--- config.mk ---
export PLATFORM = sky130hd
export DESIGN_NAME = pipe_hazard_ctrl_flat
export DESIGN_NICKNAME = d
export VERILOG_FILES = /design/src/rtl/pipe_hazard_ctrl_pkg.sv /design/src/rtl/pipe_hazard_ctrl_if.sv /design/src/rtl/pipe_hazard_ctrl_sat_counter.sv /design/src/rtl/pipe_hazard_ctrl.sv /design/src/flat_wrapper.sv
export SDC_FILE = /design/constraint.sdc
export NUM_CORES = 1
export LEC_CHECK = 0
export ABC_AREA = 0
export BUFFER_PORTS_ARGS = -buffer_cell sky130_fd_sc_hd__buf_4
export CORE_MARGIN = 5
export CORE_UTILIZATION = 45
export CTS_CLUSTER_SIZE = 16
export DETAILED_ROUTE_END_ITERATION = 10
export GPL_ROUTABILITY_DRIVEN = 0
export GPL_TIMING_DRIVEN = 0
export HOLD_SLACK_MARGIN = 0.1
export MAX_ROUTING_LAYER = met4
export PLACE_DENSITY = 0.7
export REMOVE_ABC_BUFFERS = 1
export SLEW_MARGIN = 20
export SYNTH_ARGS = -nofsm -noshare
export SYNTH_HDL_FRONTEND = slang
export SYNTH_SLANG_ARGS = --single-unit
--- constraint.sdc ---
create_clock -name clk -period 2.3 [get_ports clk]
set_input_delay 0.115 -clock clk [delete_from_list [all_inputs] [get_ports clk]]
set_output_delay 0.115 -clock clk [all_outputs]
set_load 0.01 [all_outputs]
--- src/rtl/pipe_hazard_ctrl_pkg.sv ---
// Shared definitions for the pipeline stall/flush scheduler: FSM states,
// per-stage control bundles and the hazard helper functions.
package pipe_ctrl_pkg;

  typedef enum logic [1:0] {
    RUN   = 2'd0,
    DMISS = 2'd1,
    DRAIN = 2'd2,
    HALT  = 2'd3
  } state_e;

  localparam logic [3:0] REG_ZERO = 4'h0;

  typedef struct packed {
    logic stall_im_id;
    logic stall_id_ex;
    logic stall_ex_dm;
    logic flush_im_id;
    logic flush_id_ex;
  } ctrl_t;

  // NOP-insertion patterns: a flush loads a NOP into that pipeline register.
  localparam ctrl_t CTRL_PASS      = 5'b00000;
  localparam ctrl_t CTRL_FREEZE    = 5'b11100;
  localparam ctrl_t CTRL_RESET     = 5'b11111;
  localparam ctrl_t CTRL_SQUASH    = 5'b00011;
  localparam ctrl_t CTRL_ID_BUBBLE = 5'b10001;
  localparam ctrl_t CTRL_IF_BUBBLE = 5'b10010;
  localparam ctrl_t CTRL_DRAIN     = 5'b10011;

  function automatic logic load_use(
    input logic       ld,
    input logic [3:0] dst,
    input logic [3:0] src0,
    input logic [3:0] src1,
    input logic       src0_vld,
    input logic       src1_vld
  );
    logic hit;
    hit = (src0_vld && (src0 == dst)) || (src1_vld && (src1 == dst));
    return ld && (dst != REG_ZERO) && hit;
  endfunction

  // Priority among the non-miss sources while the pipeline is free to issue.
  function automatic ctrl_t run_ctrl(
    input logic flow_change,
    input logic hlt,
    input logic luh,
    input logic i_rdy
  );
    ctrl_t result;
    if (flow_change) begin
      result = CTRL_SQUASH;
    end else if (hlt || luh) begin
      result = CTRL_ID_BUBBLE;
    end else if (!i_rdy) begin
      result = CTRL_IF_BUBBLE;
    end else begin
      result = CTRL_PASS;
    end
    return result;
  endfunction

endpackage

--- src/rtl/pipe_hazard_ctrl_if.sv ---
// Bundle of pipeline status inputs and stall/flush outputs of the hazard
// scheduler; slave is the scheduler side, master is the pipeline side.
interface pipe_hazard_ctrl_if #(
  parameter int CNT_W = 16
);

  logic             i_rdy;
  logic             d_rdy;
  logic             dm_access_EX_DM;
  logic             ld_ID_EX;
  logic [3:0]       ld_dst_ID_EX;
  logic [3:0]       src0_IM_ID;
  logic [3:0]       src1_IM_ID;
  logic             src0_vld;
  logic             src1_vld;
  logic             flow_change_ID_EX;
  logic             hlt_ID_EX;
  logic             stall_IM_ID;
  logic             stall_ID_EX;
  logic             stall_EX_DM;
  logic             flush_IM_ID;
  logic             flush_ID_EX;
  logic             halted;
  logic             miss_err;
  logic [CNT_W-1:0] stall_cnt;

  modport master (
    output i_rdy, d_rdy, dm_access_EX_DM, ld_ID_EX, ld_dst_ID_EX,
           src0_IM_ID, src1_IM_ID, src0_vld, src1_vld,
           flow_change_ID_EX, hlt_ID_EX,
    input  stall_IM_ID, stall_ID_EX, stall_EX_DM, flush_IM_ID, flush_ID_EX,
           halted, miss_err, stall_cnt
  );

  modport slave (
    input  i_rdy, d_rdy, dm_access_EX_DM, ld_ID_EX, ld_dst_ID_EX,
           src0_IM_ID, src1_IM_ID, src0_vld, src1_vld,
           flow_change_ID_EX, hlt_ID_EX,
    output stall_IM_ID, stall_ID_EX, stall_EX_DM, flush_IM_ID, flush_ID_EX,
           halted, miss_err, stall_cnt
  );

endinterface

--- src/rtl/pipe_hazard_ctrl_sat_counter.sv ---
// Saturating up-counter with synchronous clear; holds at all-ones.
module sat_counter #(
  parameter int W = 8
) (
  input  logic         clk,
  input  logic         rst_n,
  input  logic         clear,
  input  logic         inc,
  output logic [W-1:0] count
);

  logic [W-1:0] count_q;
  logic [W-1:0] count_d;

  always_comb begin
    count_d = count_q;
    if (clear) begin
      count_d = '0;
    end else if (inc && (count_q != '1)) begin
      count_d = count_q + W'(1);
    end
  end

  always_ff @(posedge clk or negedge rst_n) begin
    if (!rst_n) begin
      count_q <= '0;
    end else begin
      count_q <= count_d;
    end
  end

  assign count = count_q;

endmodule

--- src/rtl/pipe_hazard_ctrl.sv ---
// Stall/flush scheduler for the 5-stage pipeline: arbitrates data/instruction
// misses, load-use hazards, flow changes and halt into per-stage controls.
module pipe_hazard_ctrl
  import pipe_ctrl_pkg::*;
#(
  parameter int DRAIN_CYCLES = 2,
  parameter int MISS_TIMEOUT = 255,
  parameter int CNT_W        = 16
) (
  input logic               clk,
  input logic               rst_n,
  pipe_hazard_ctrl_if.slave bus
);

  localparam int DRN_W = (DRAIN_CYCLES > 1) ? $clog2(DRAIN_CYCLES) : 1;
  localparam int TO_W  = $clog2(MISS_TIMEOUT + 1);
  localparam logic [DRN_W-1:0] DRAIN_LOAD = DRN_W'(DRAIN_CYCLES - 1);
  localparam logic [TO_W-1:0]  TO_LAST    = TO_W'(MISS_TIMEOUT - 1);

  state_e           state_q;
  state_e           state_d;
  logic [DRN_W-1:0] drain_q;
  logic [DRN_W-1:0] drain_d;
  logic             miss_err_q;
  logic             miss_err_d;
  ctrl_t            ctrl;
  ctrl_t            ctrl_out;
  logic             luh;
  logic             dmiss_hit;
  logic             issue;
  logic             to_clear;
  logic             to_inc;
  logic [TO_W-1:0]  to_cnt;
  logic [CNT_W-1:0] stall_cnt;

  always_comb begin
    luh       = load_use(bus.ld_ID_EX, bus.ld_dst_ID_EX, bus.src0_IM_ID,
                         bus.src1_IM_ID, bus.src0_vld, bus.src1_vld);
    dmiss_hit = bus.dm_access_EX_DM && !bus.d_rdy;
  end

  always_comb begin
    state_d = state_q;
    drain_d = drain_q;
    ctrl    = CTRL_PASS;
    issue   = 1'b0;
    unique case (state_q)
      RUN: begin
        if (dmiss_hit) begin
          ctrl    = CTRL_FREEZE;
          state_d = DMISS;
        end else begin
          issue = 1'b1;
        end
      end
      DMISS: begin
        if (!bus.d_rdy) begin
          ctrl = CTRL_FREEZE;
        end else begin
          issue   = 1'b1;
          state_d = RUN;
        end
      end
      DRAIN: begin
        if (dmiss_hit) begin
          ctrl = CTRL_FREEZE;
        end else begin
          ctrl = CTRL_DRAIN;
          if (drain_q == '0) begin
            state_d = HALT;
          end else begin
            drain_d = drain_q - DRN_W'(1);
          end
        end
      end
      HALT: begin
        ctrl = CTRL_FREEZE;
      end
      default: begin
        state_d = RUN;
      end
    endcase

    // A miss release issues in the same cycle, so a held branch replays here.
    if (issue) begin
      ctrl = run_ctrl(bus.flow_change_ID_EX, bus.hlt_ID_EX, luh, bus.i_rdy);
      if (bus.hlt_ID_EX && !bus.flow_change_ID_EX) begin
        state_d = DRAIN;
        drain_d = DRAIN_LOAD;
      end
    end
  end

  always_comb begin
    to_inc     = (state_q == DMISS);
    to_clear   = (state_q != DMISS) && (state_d == DMISS);
    miss_err_d = miss_err_q || (to_inc && (to_cnt >= TO_LAST));
    ctrl_out   = rst_n ? ctrl : CTRL_RESET;
  end

  always_ff @(posedge clk or negedge rst_n) begin
    if (!rst_n) begin
      state_q    <= RUN;
      drain_q    <= '0;
      miss_err_q <= 1'b0;
    end else begin
      state_q    <= state_d;
      drain_q    <= drain_d;
      miss_err_q <= miss_err_d;
    end
  end

  sat_counter #(.W(TO_W)) u_timeout_cnt (
    .clk   (clk),
    .rst_n (rst_n),
    .clear (to_clear),
    .inc   (to_inc),
    .count (to_cnt)
  );

  sat_counter #(.W(CNT_W)) u_stall_cnt (
    .clk   (clk),
    .rst_n (rst_n),
    .clear (1'b0),
    .inc   (ctrl.stall_im_id),
    .count (stall_cnt)
  );

  assign bus.stall_IM_ID = ctrl_out.stall_im_id;
  assign bus.stall_ID_EX = ctrl_out.stall_id_ex;
  assign bus.stall_EX_DM = ctrl_out.stall_ex_dm;
  assign bus.flush_IM_ID = ctrl_out.flush_im_id;
  assign bus.flush_ID_EX = ctrl_out.flush_id_ex;
  assign bus.halted      = (state_q == HALT);
  assign bus.miss_err    = miss_err_q;
  assign bus.stall_cnt   = stall_cnt;

endmodule

--- src/flat_wrapper.sv ---
// flat-port wrapper written by rule: the top's interface ports become plain ports
module pipe_hazard_ctrl_flat import pipe_ctrl_pkg::*;
#(
  parameter int DRAIN_CYCLES = 2,
  parameter int MISS_TIMEOUT = 255,
  parameter int CNT_W        = 16
)
  (clk, rst_n, bus_i_rdy, bus_d_rdy, bus_dm_access_EX_DM, bus_ld_ID_EX, bus_ld_dst_ID_EX, bus_src0_IM_ID, bus_src1_IM_ID, bus_src0_vld, bus_src1_vld, bus_flow_change_ID_EX, bus_hlt_ID_EX, bus_stall_IM_ID, bus_stall_ID_EX, bus_stall_EX_DM, bus_flush_IM_ID, bus_flush_ID_EX, bus_halted, bus_miss_err, bus_stall_cnt);
  pipe_hazard_ctrl_if #(.CNT_W(CNT_W)) bus_i ();
  input logic clk;
  input logic rst_n;
  input wire logic [$bits(bus_i.i_rdy)-1:0] bus_i_rdy;
  input wire logic [$bits(bus_i.d_rdy)-1:0] bus_d_rdy;
  input wire logic [$bits(bus_i.dm_access_EX_DM)-1:0] bus_dm_access_EX_DM;
  input wire logic [$bits(bus_i.ld_ID_EX)-1:0] bus_ld_ID_EX;
  input wire logic [$bits(bus_i.ld_dst_ID_EX)-1:0] bus_ld_dst_ID_EX;
  input wire logic [$bits(bus_i.src0_IM_ID)-1:0] bus_src0_IM_ID;
  input wire logic [$bits(bus_i.src1_IM_ID)-1:0] bus_src1_IM_ID;
  input wire logic [$bits(bus_i.src0_vld)-1:0] bus_src0_vld;
  input wire logic [$bits(bus_i.src1_vld)-1:0] bus_src1_vld;
  input wire logic [$bits(bus_i.flow_change_ID_EX)-1:0] bus_flow_change_ID_EX;
  input wire logic [$bits(bus_i.hlt_ID_EX)-1:0] bus_hlt_ID_EX;
  output wire logic [$bits(bus_i.stall_IM_ID)-1:0] bus_stall_IM_ID;
  output wire logic [$bits(bus_i.stall_ID_EX)-1:0] bus_stall_ID_EX;
  output wire logic [$bits(bus_i.stall_EX_DM)-1:0] bus_stall_EX_DM;
  output wire logic [$bits(bus_i.flush_IM_ID)-1:0] bus_flush_IM_ID;
  output wire logic [$bits(bus_i.flush_ID_EX)-1:0] bus_flush_ID_EX;
  output wire logic [$bits(bus_i.halted)-1:0] bus_halted;
  output wire logic [$bits(bus_i.miss_err)-1:0] bus_miss_err;
  output wire logic [$bits(bus_i.stall_cnt)-1:0] bus_stall_cnt;
  assign bus_i.i_rdy = bus_i_rdy;
  assign bus_i.d_rdy = bus_d_rdy;
  assign bus_i.dm_access_EX_DM = bus_dm_access_EX_DM;
  assign bus_i.ld_ID_EX = bus_ld_ID_EX;
  assign bus_i.ld_dst_ID_EX = bus_ld_dst_ID_EX;
  assign bus_i.src0_IM_ID = bus_src0_IM_ID;
  assign bus_i.src1_IM_ID = bus_src1_IM_ID;
  assign bus_i.src0_vld = bus_src0_vld;
  assign bus_i.src1_vld = bus_src1_vld;
  assign bus_i.flow_change_ID_EX = bus_flow_change_ID_EX;
  assign bus_i.hlt_ID_EX = bus_hlt_ID_EX;
  assign bus_stall_IM_ID = bus_i.stall_IM_ID;
  assign bus_stall_ID_EX = bus_i.stall_ID_EX;
  assign bus_stall_EX_DM = bus_i.stall_EX_DM;
  assign bus_flush_IM_ID = bus_i.flush_IM_ID;
  assign bus_flush_ID_EX = bus_i.flush_ID_EX;
  assign bus_halted = bus_i.halted;
  assign bus_miss_err = bus_i.miss_err;
  assign bus_stall_cnt = bus_i.stall_cnt;
  pipe_hazard_ctrl #(.DRAIN_CYCLES(DRAIN_CYCLES), .MISS_TIMEOUT(MISS_TIMEOUT), .CNT_W(CNT_W)) u_core (.clk(clk), .rst_n(rst_n), .bus(bus_i));
endmodule
==> impl_results.md <==
- DRC Markers: 0
- Worst R2R Setup Slack: 0.15 ns
- Post-DRT Antenna Nets: 0
- PnR worst setup slack: 0.147 ns
- # port buffers: 44
- Core box area: 3390 sq um
- Nets: 234
- Primary FF master, synth: dfrtp_1
- Layout area overhead: 25.6%
- Drt wl/cell: between 10 and 15 microns
- Critical Path AT: 2.37 ns
- Dpl hpwl: 2670 microns
- Post-synth EDFFs: 0
- Worst slew margin: between 30% and 40%
- HP Class: in2reg
- Cell mode on critical path: nor2_1
- Synth async-reset ratio: 100%
- Fin. max-slew vios: 0
- Final worst path period need: around 2.2 ns
- CTS tree: yes
- First-pass GRT wire length: between 5000 and 6000 microns
- Largest net degree at the start of global routing: 33
- Pre-CTS WS: 0.0516 ns
- Synth top area cells: dfrtp_1 (44%), xor2_1 (13%), nor4_2 (3.9%), nor2_1 (3.7%), nand3_1 (3.4%)
- Post-synthesis register bit count: 28
- Post-placement cell count: 247
- Worst Setup Start Kind: register
- Drt first pass iters: 4
- Die area: 4860 sq um
- Initial Util: 47.4%
- Worst min-delay path startpoint: bus_dm_access_EX_DM
- Root Driver: clkbuf_4
- Peak VDD IR: 0.000307 V
- Die width: 69.7 microns
- Vias per inst: 5.24
- Aggregate global routing overflow: 0
- CTS max path bufs: 2
- FF-to-FF Start: u_core.u_stall_cnt.count[0]$_DFFE_PN0P_
- Leak pwr: 0.900 nW
- GRT Util Overall: 14.9%
- Cell Pwr Density: around 790 nW/um^2
- CP Class: reg2reg
- Vias: 1326
- Synth area leader: dfrtp_1
- CP bufs+invs: 0
- DR iter-0 viols: 95
- Htree depth: 1
- Worst reg2reg endpoint: u_core.u_stall_cnt.count[1]$_DFFE_PN0P_
- Fmax: 465 MHz
- Critical Path Slowest Stage Cell: dfrtp_1
- Synth Area per Inst: 9.97 sq um
- CP Capture Type: register
- FF-to-FF path depth: 7
- Vias in the first global route: 1354
- CTS Sinks: 28
- Hold EP: u_core.state_q[0]$_DFF_PN0_
- Synth warn: 0
- Final wirelength: 3480 microns
- Setup Viol. Count Final: 0
- Skew-Pair Late Insertion Delay: 0.32 ns
- Crit-path cells: ha_1 > nand3_1 > nand2b_1 > nor2_1 > a41o_2 > nor2_1 > mux2_2
- Clk slew on worst S/H paths: around 0.15 ns
- Max Cap Viol: 0
- CP max stage delay: 0.45 ns
- # diodes: 0
- Die H: around 70 microns
- Highest fanout seen on the critical path: 13
- Worst Skew: ~0.013 ns
- Seq/Total Area, Yosys: 43.6%
- Share of layout cells above drive strength 1: 28.0%
- Hold Path Cell Cnt: 3
- Cell Area, Synth: 1610 sq um
- Initial antenna violation count: 0
- CP required: 2.52 ns
- Non-Filler Instances: 253
- Mapped Cells: 161
- RSZ-0062 raised after global routing: no
- Top-area cell type share of the netlist area: 43.6%
- # rows: 21
- Status: finished clean
- Post-route clock period utilization: 93.6%
- Worst-Margin Slew: about 0.95 ns
- IO Pins: 45
- Final hold vios: 0
- CP delay by family, top: simple AND/OR/NAND/NOR gates
- TritonCTS Buffers: 3
- Setup TNS: 0 ns
- Yosys cell types: 39
-- Yosys cell counts (2+ instances only) --
| library cell | n |
|---|---|
| dfrtp_1 | 28 |
| nor2b_1 | 2 |
| nor3_1 | 8 |
| mux2_1 | 2 |
| nor4_2 | 5 |
| xnor2_1 | 5 |
| and4_1 | 3 |
| a21oi_1 | 2 |
| and3_1 | 3 |
| nand2b_1 | 3 |
| ha_1 | 3 |
| and2_1 | 2 |
| nand3_1 | 11 |
| nor2_1 | 16 |
| o21ai_0 | 7 |
| inv_1 | 4 |
| nor4_1 | 2 |
| nand2_1 | 9 |
| nor3b_1 | 3 |
| or3_1 | 2 |
| xor2_1 | 23 |
-- where the power goes --
group          switching, mW  total [mW]  internal [mW]
Sequential             0.184       0.837          0.653
Combinational          0.250       0.553          0.303
Clock                  0.141       0.202         0.0613
-- worst max path at each step --
| stage | slack [ns] | startpoint | to | cells after the start |
|---|---|---|---|---|
| 6_report | 0.15 | u_core.u_stall_cnt.count[0]$_DFFE_PN0P_ | u_core.u_stall_cnt.count[1]$_DFFE_PN0P_ | 7 |
| 5_1_grt | 0.02 | u_core.u_stall_cnt.count[0]$_DFFE_PN0P_ | u_core.u_stall_cnt.count[1]$_DFFE_PN0P_ | 7 |
| 3_3_place_gp | 0.14 | u_core.u_stall_cnt.count[0]$_DFFE_PN0P_ | u_core.u_stall_cnt.count[1]$_DFFE_PN0P_ | 7 |
| 3_5_place_dp | 0.05 | u_core.u_stall_cnt.count[0]$_DFFE_PN0P_ | u_core.u_stall_cnt.count[1]$_DFFE_PN0P_ | 7 |
| 2_1_floorplan | 0.29 | u_core.u_stall_cnt.count[0]$_DFFE_PN0P_ | u_core.u_stall_cnt.count[1]$_DFFE_PN0P_ | 7 |
| 4_1_cts | 0.04 | u_core.u_stall_cnt.count[0]$_DFFE_PN0P_ | u_core.u_stall_cnt.count[1]$_DFFE_PN0P_ | 7 |
-- per-layer routing --
metal  track usage [%]  part of all wire, %
met1              18.6                   46
met2              25.1                   49
met3              1.88                  4.6
met4              4.47                 0.78
met5                 -                    0
-- flip-flops by register name, indices dropped and copies added, names as in the netlist --
register	flops
u_core.state_q	2
u_core.bus.miss_err	1
u_core.drain_q	1
u_core.u_timeout_cnt.count	8
u_core.u_stall_cnt.count	16
-- layout by cell type (no fill, tap or decap), types with 2 or more instances in the layout --
master	instances
a21oi_1	2
and2_1	2
and3_1	3
and4_1	3
buf_4	45
clkbuf_4	3
dfrtp_1	28
dlygate4sd3_1	2
ha_1	3
inv_1	4
mux2_1	2
nand2_1	9
nand2b_1	3
nand3_1	11
nor2_1	16
nor2b_1	2
nor3_1	8
nor3b_1	3
nor4_1	2
nor4_2	5
o21ai_0	7
or3_1	2
xnor2_1	5
xor2_1	23
-- per-stage QoR --
stage                     hold WS, ns  util (%)  instance area, sq um  total power [mW]
after floorplan                -0.181         -                  1580              1.12
after global placement         0.0639      58.0                  1970              1.36
after detailed placement       0.0717      58.0                  1970              1.40
after CTS                       0.142      59.5                  2020              1.61
after global routing            0.184      59.5                  2020              1.71
final                           0.148      59.5                  2020              1.59
-- final cells by class --
class	count	area (sq um)
clock buffer	3	22.5
timing repair buffer	47	358
tap	46	57.6
inverter	4	15.0
fill	302	1370
sequential	28	701
multi-input combinational	125	863
-- cells by family (layout without fill, tap and decap cells) --
group / Yosys count / in the layout / share of synthesized area (%)
simple gates: 74 / 74 / 27.0
xor+xnor: 28 / 28 / 15.3
flops: 28 / 28 / 43.6
compound gates: 17 / 17 / 7.01
buf+inv: 8 / 54 / 2.65
fa+ha+maj: 3 / 3 / 2.34
mux: 3 / 3 / 2.10
-- worst min-delay path: stages --
cell and delay, ns:
buf_4 0.12, o21ai_0 0.14, a21oi_1 0.08
-- timing repair --
item | CTS | global route
pin swaps | 1 | 0
endpoints found under the setup margin | 1 | 5
setup buffers | 1 | 0
resized for setup | 0 | 1
hold buffers | 2 | 0
hold endpoints to repair | 29 | 0
(Power assumes the default switching activity.)
